===== config.mk =====
export PLATFORM = sky130hd
export DESIGN_NAME = sp_ram_arbiter
export DESIGN_NICKNAME = d
export VERILOG_FILES = /design/src/rtl/sp_ram_arbiter.sv
export SDC_FILE = /design/constraint.sdc
export NUM_CORES = 1
export LEC_CHECK = 0
export ABC_AREA = 1
export BUFFER_PORTS_ARGS = -buffer_cell sky130_fd_sc_hd__buf_4
export CORE_AREA = 10 10 94 96
export CTS_CLUSTER_DIAMETER = 80
export DETAILED_ROUTE_END_ITERATION = 8
export DIE_AREA = 0 0 104 106
export PLACE_DENSITY = 0.74
export SLEW_MARGIN = 10
export SYNTH_ARGS = -nofsm -noshare
export SYNTH_HDL_FRONTEND = slang
export SYNTH_SLANG_ARGS = --single-unit

===== constraint.sdc =====
create_clock -name clk -period 2.2 [get_ports clk]
set_input_delay 0.55 -clock clk [delete_from_list [all_inputs] [get_ports clk]]
set_output_delay 0.55 -clock clk [all_outputs]
set_load 0.1 [all_outputs]

===== src/rtl/sp_ram_arbiter.sv =====
// Two-port round-robin arbiter in front of the single-port SRAM wrapper.
// Zero-fills the array after reset, then shares it between ports A and B.
module sp_ram_arbiter #(
  parameter int ADDR_WIDTH = 15,
  parameter int DATA_WIDTH = 32,
  parameter bit INIT_EN    = 1'b1,
  parameter int INIT_WORDS = 8192
) (
  input  logic                    clk,
  input  logic                    rst_i,

  input  logic                    a_req_i,
  output logic                    a_gnt_o,
  output logic                    a_rvalid_o,
  input  logic [ADDR_WIDTH-1:0]   a_addr_i,
  input  logic                    a_we_i,
  input  logic [DATA_WIDTH/8-1:0] a_be_i,
  input  logic [DATA_WIDTH-1:0]   a_wdata_i,
  output logic [DATA_WIDTH-1:0]   a_rdata_o,

  input  logic                    b_req_i,
  output logic                    b_gnt_o,
  output logic                    b_rvalid_o,
  input  logic [ADDR_WIDTH-1:0]   b_addr_i,
  input  logic                    b_we_i,
  input  logic [DATA_WIDTH/8-1:0] b_be_i,
  input  logic [DATA_WIDTH-1:0]   b_wdata_i,
  output logic [DATA_WIDTH-1:0]   b_rdata_o,

  output logic                    ram_en_o,
  output logic [ADDR_WIDTH-1:0]   ram_addr_o,
  output logic                    ram_we_o,
  output logic [DATA_WIDTH/8-1:0] ram_be_o,
  output logic [DATA_WIDTH-1:0]   ram_wdata_o,
  input  logic [DATA_WIDTH-1:0]   ram_rdata_i,

  output logic                    init_done_o
);

  localparam int BW = DATA_WIDTH / 8;
  localparam int CW = (INIT_WORDS > 1) ? $clog2(INIT_WORDS) : 1;

  typedef enum logic { S_INIT, S_RUN } state_e;
  typedef enum logic { RR_A, RR_B } rr_e;

  state_e          state_q, state_d;
  rr_e             rr_q, rr_d;
  logic [CW-1:0]   cnt_q, cnt_d;
  logic            done_q, done_d;
  logic            a_rvalid_q, b_rvalid_q;

  logic [ADDR_WIDTH-1:0] init_addr;
  logic                  cnt_last;

  assign init_addr = ADDR_WIDTH'({cnt_q, 2'b00});
  assign cnt_last  = (cnt_q == CW'(INIT_WORDS - 1));

  always_comb begin
    state_d     = state_q;
    rr_d        = rr_q;
    cnt_d       = cnt_q;
    done_d      = done_q;
    a_gnt_o     = 1'b0;
    b_gnt_o     = 1'b0;
    ram_en_o    = 1'b0;
    ram_addr_o  = '0;
    ram_we_o    = 1'b0;
    ram_be_o    = '0;
    ram_wdata_o = '0;

    unique case (state_q)
      S_INIT: begin
        ram_en_o    = 1'b1;
        ram_we_o    = 1'b1;
        ram_be_o    = {BW{1'b1}};
        ram_addr_o  = init_addr;
        cnt_d       = cnt_q + CW'(1);
        if (cnt_last) begin
          state_d = S_RUN;
          done_d  = 1'b1;
          cnt_d   = '0;
        end
      end
      S_RUN: begin
        // On contention rr picks the winner; a lone requester always wins.
        if (a_req_i && (!b_req_i || rr_q == RR_A)) begin
          a_gnt_o     = 1'b1;
          ram_en_o    = 1'b1;
          ram_addr_o  = a_addr_i;
          ram_we_o    = a_we_i;
          ram_be_o    = a_we_i ? a_be_i : {BW{1'b1}};
          ram_wdata_o = a_wdata_i;
          rr_d        = RR_B;
        end else if (b_req_i) begin
          b_gnt_o     = 1'b1;
          ram_en_o    = 1'b1;
          ram_addr_o  = b_addr_i;
          ram_we_o    = b_we_i;
          ram_be_o    = b_we_i ? b_be_i : {BW{1'b1}};
          ram_wdata_o = b_wdata_i;
          rr_d        = RR_A;
        end
      end
      default: ;
    endcase
  end

  always_ff @(posedge clk) begin
    if (rst_i) begin
      state_q    <= INIT_EN ? S_INIT : S_RUN;
      rr_q       <= RR_A;
      cnt_q      <= '0;
      done_q     <= ~INIT_EN;
      a_rvalid_q <= 1'b0;
      b_rvalid_q <= 1'b0;
    end else begin
      state_q    <= state_d;
      rr_q       <= rr_d;
      cnt_q      <= cnt_d;
      done_q     <= done_d;
      a_rvalid_q <= a_gnt_o;
      b_rvalid_q <= b_gnt_o;
    end
  end

  assign a_rvalid_o  = a_rvalid_q;
  assign b_rvalid_o  = b_rvalid_q;
  assign a_rdata_o   = ram_rdata_i;
  assign b_rdata_o   = ram_rdata_i;
  assign init_done_o = done_q;

endmodule


* Yosys cells after proc, flatten, opt, wreduce, memory -nomap -nowiden
Index checks and enable logic that the tools add are counted. W data, S select, Z words.
Word-level totals: register bits 18, RAM bits 0, memories kept 0, ROM bits 0, bits of input ports 140, bits in latches 0, output and inout bits 122, word-level logic and storage cells 42
Cells by class: eq/ne operators 1, reduce and logical (&&, ||, !) cells 6, div/mod/pow operators 0, add/sub/neg operators 1, multiplexer cells 26, shift-type cells 0, $lt $le $gt $ge 0, multiply operators 0, bitwise logic cells 2
Operators by type and width (number):
- $mux W32 | 3
- $mux W15 | 2
- $pmux W15 S2 | 1
- $mux W4 | 4
- $add A13 B1 Y13 const B | 1
- $eq A13 B13 Y1 const B | 1
- $mux W13 | 1
- $mux W1 | 12
- $pmux W4 S2 | 1
- $pmux W1 S2 | 2
- $reduce_and A2 Y1 | 2
- $not A1 Y1 | 2
- $reduce_bool A2 Y1 | 1
- $logic_and A1 B1 Y1 | 1
- $logic_not A1 Y1 | 1
- $logic_or A1 B1 Y1 | 1

* Logic depth before layout (Yosys ltp)
word-level depth 5, gate-level depth with buffers 9, gate-level depth less buffers 8

* Worst setup path before layout
Ideal clock, no wire load.
kind in2out, start input port b_req_i, end output port ram_we_o, path slack -0.656 ns, data arrival time 2.306 ns, required time 1.650 ns, stages 4, path buffers 0, cell sequence nand2_1 > nand2_2 > nand2_2 > o221ai_1
Between the ends: word-level cells in the longest chain between the ends 5, elaborated cells between the ends (all ways) 6, those cells by class mux: 3; reduce/logical: 3
RTL lines:
- from (decl) | RTL line 21 | input logic b_req_i,
- $logic_not A1 Y1 | RTL line 86 | if (a_req_i && (!b_req_i || rr_q == RR_A)) begin
- $logic_or A1 B1 Y1 | RTL line 86
- $logic_and A1 B1 Y1 | RTL line 86
- $mux W1 * | RTL line 86
- $pmux W1 S2 * | RTL line 71 | unique case (state_q)
- to (decl) | RTL line 32 | output logic ram_we_o,
Mark *: on every way between the ends. The rest lies on a longest branch, timed or not.

* Final worst setup path
start input port b_req_i, end output port ram_wdata_o[18]
Between the ends: word-level cells in the longest chain between the ends 5, elaborated cells between the ends (all ways) 6, those cells by class mux: 3; reduce/logical: 3
RTL lines:
- $logic_not A1 Y1 | RTL line 86
- $logic_or A1 B1 Y1 | RTL line 86
- $logic_and A1 B1 Y1 | RTL line 86
- $mux W32 * | RTL line 86
- $mux W32 * | RTL line 71
- to (decl) | RTL line 34 | output logic [DATA_WIDTH-1:0] ram_wdata_o,
Marks and branches as above.

==> impl_results.md <==
- Via count of the first global-routing pass: roughly 2300
- Post-Syn Nets: between 400 and 500
- Antenna violations before repair: 0
- Leading post-synthesis cells by instance count: 65 x sky130_fd_sc_hd__buf_4, 59 x sky130_fd_sc_hd__nand2_1, 34 x sky130_fd_sc_hd__a22o_1
- CP Launch Point: b_req_i
- Worst hold path class: reg2reg
- Net Sw Power: roughly 230 uW
- Dominant register cell in the synthesized netlist: sky130_fd_sc_hd__dfxtp_1
- Syn. warnings: 0
- Dominant cell type by count on the critical path: sky130_fd_sc_hd__buf_8
- Post-synthesis cell area: between 1500 and 2000 um2
- Overall via count from detail_route: around 2400
- Share of total power in combinational logic: a little under a third
- Chip Height: 106 um
- Global-route wire length before repair: between 10 and 15 mm
- Result of the run: complete, no violations
- Hold-fix buffer count after cts: 0
- I/O pins: about 260
- PwrDens: roughly 220 nW/um2
- Post-Route Skew: between 5 and 6 ps
- Register area share after synthesis: ~18%
- Utilization after layout: 57.1%
- Total core area: roughly 7100 um2
- Initial detailed-routing violation count: 85
- Worst slack at placement: -87.1 ps
- Leakage power: between 1.5 and 2 nW
- Clock-pin slew on the worst setup and hold paths: approximately 70 ps
- DR pass1 iterations: 4
- Hold path start: init_done_o
- Final critical delay including setup and external delays: roughly 2200 ps
- Worst vdd rail ir drop: 0.000283 V
- Count of unique library cells instantiated by Yosys: 27
- Number of antenna repair diodes: 0
- Max FO, Critical Path: 6
- Flop and latch count out of synthesis: 18
- Startpoint of the most critical register-to-register path: cnt_q[0]
- Area contributors post-synth: sky130_fd_sc_hd__buf_4 25%, sky130_fd_sc_hd__dfxtp_1 18%, sky130_fd_sc_hd__a22o_1 15%, sky130_fd_sc_hd__nand2_1 11%, sky130_fd_sc_hd__nand3_1 4.5%
- Most area-hungry cell type in the Yosys netlist: sky130_fd_sc_hd__buf_4
- Final Net Count: between 500 and 600
- Post-Synthesis Mean Instance Area: ~7 um2
- Grt total ovfl: 0
- Clock sink total: 18
- Proportion of layout cells with a drive suffix above 1: around three fifths
- Global placer's final weighted congestion: around 0.84
- Initial Util: between 20 and 30%
- Final cycle utilization of the critical path: between 90% and 100%
- Slew headroom: approximately 81%
- Insertion delay of the later-clocked pin in the worst-skew pair: around 250 ps
- Count of final hold-check violations: 0
- Detailed-route wire length per cell: 22.7 um
- Total length of routed wires: roughly 11 mm
- Endpoint arrival time on the critical path: ~1600 ps
- Most frequent cell after synthesis: sky130_fd_sc_hd__buf_4
- Clk network pwr share: 30.6%
- Count of final max-slew check failures: 0
- Horiz. Die Dim: ~100 um
- CP startpoint kind: primary input
- Critical path data required time: about 1700 ps
- Final hold slack: 468 ps
- Fmax achieved: between 0.4 and 0.5 GHz
- Area added between synthesis and finish: 104%
- Top cell type's share of synthesized area: between 20 and 25%
- Switching share of total power: a little over a quarter
- Category of the worst setup path capture point: output port
- Clock root buffer: sky130_fd_sc_hd__clkbuf_8
- Max-cap viol count: 0
- Total Die Area: roughly 11000 um2
- Class of the most critical setup path: in2out
- Kind of cell adding the most delay to the critical path: buffers and inverters
- Int Power: about 650 uW
- Number of nets with antenna violations after detailed routing: 0
- Worst setup slack after layout: approximately 18 ps
- Detail Placement HPWL: around 7.6 mm
- Worst Max-Slew Pin Slew: roughly 280 ps
- Crit path buf inv count: 5
- Unrepaired setup endpoints after global routing: yes
- Total DRC errors in the routed layout: 0
- Crit path max-delay cell type: sky130_fd_sc_hd__a22o_2
- Row count: 31
- All-Layer GR Usage: between 15 and 20%
- Critical-path cell list: buf_8 -> buf_4 -> nand2_4 -> nor2_4 -> buf_8 -> clkbuf_16 -> a22o_2 -> buf_12
- H-tree Lvls: 1
- Clock Path Buffers: 2
- Post-synth ARST share: 0%
- Number of enable-type register cells in the synthesized netlist: 0
- Crit path largest cell delay: 250 ps
- Flop pwr share: between 30% and 40%
- TritonCTS clock tree: built
- Cells after synthesis: between 200 and 300
- Mean number of vias per cell: between 4 and 5
- Maximum number of pins on one net before global-route repair: between 40 and 50
- Setup-failing EPs final: 0
- CTS buffer count: 3
- Port Buffer Count: 165
final timing paths:
check	cells after the start	slack, ps	end
setup / recovery	8	20	ram_wdata_o[18]
hold / removal	2	470	init_done_o
setup reg to reg	6	710	cnt_q[12]
hold reg to reg	2	470	init_done_o
power by group through the flow:
stage | Sequential, mW | Clock (mW) | Combinational [mW]
after detailed placement | 0.344 | 0 | 0.240
after global routing | 0.336 | 0.293 | 0.288
after global placement | 0.343 | 0 | 0.237
final | 0.336 | 0.269 | 0.272
after floorplan | 0.342 | 0 | 0.620
after CTS | 0.336 | 0.278 | 0.251
sequential cells by signal, indices dropped and copies added, names as in the netlist:
| register | cells |
|---|---|
| a_rvalid_o | 1 |
| b_rvalid_o | 1 |
| cnt_q | 13 |
| init_done_o | 1 |
| rr_q | 1 |
| state_q | 1 |
metal layers:
layer	GRT usage, %	vias up	part of all wire (%)
met5	0	-	0
met4	5.27	0	2.6
met3	6.94	28	9.7
met2	26.5	124	52
met1	16.5	1128	36
li1	-	1144	-
cells by family after synthesis:
kind of cell    Yosys count  synth area share, %
compound gates           57                 21.7
xor+xnor                  6                 2.65
fa+ha+maj                 1                0.632
buf+inv                  96                 32.9
flops                    18                 18.2
simple gates            111                 23.9
worst min-delay path, stage by stage (launching register included):
cell and delay, ps:
sky130_fd_sc_hd__dfxtp_1 320, sky130_fd_sc_hd__inv_1 50, sky130_fd_sc_hd__a21oi_1 50
layout make-up:
class,instances,area [um2]
well taps,99,124
multi-input cells,175,1290
fillers,594,3030
flip-flops and latches,18,363
clock buffers,4,55.1
repair buffers,191,2120
inverters,18,80.1
per-stage QoR:
stage / power (mW) / setup TNS, ps / instance area (um2) / std cells
after floorplan: 0.963 / -2820 / 2180 / 289
after global placement: 0.580 / -1510 / 3030 / 486
after detailed placement: 0.583 / -2570 / 3030 / 486
after CTS: 0.865 / -108 / 3440 / 490
after global routing: 0.917 / -302 / 4030 / 505
final: 0.877 / 0 / 4030 / 505
cell usage in the layout (no fill, tap or decap), types with 5 or more instances in the layout:
cell type / instances
sky130_fd_sc_hd__buf_4: 125
sky130_fd_sc_hd__buf_12: 36
sky130_fd_sc_hd__nand2_4: 5
sky130_fd_sc_hd__nor2_1: 21
sky130_fd_sc_hd__buf_8: 8
sky130_fd_sc_hd__o211ai_1: 5
sky130_fd_sc_hd__a22o_2: 10
sky130_fd_sc_hd__o21ai_0: 11
sky130_fd_sc_hd__nand3_1: 10
sky130_fd_sc_hd__clkbuf_16: 7
sky130_fd_sc_hd__a22o_1: 5
sky130_fd_sc_hd__buf_6: 15
sky130_fd_sc_hd__dfxtp_1: 16
sky130_fd_sc_hd__nand2_1: 55
sky130_fd_sc_hd__nand3_4: 8
sky130_fd_sc_hd__a22o_4: 19
sky130_fd_sc_hd__inv_1: 15
timing repair:
action                                  in CTS  in global routing
endpoints found under the setup margin      47                 47
setup buffers                                0                  4
gates cloned                                 0                 11
resized for setup                           90                 67
pin swaps                                    4                  8
No activity file was read; power rests on OpenSTA's default activity.
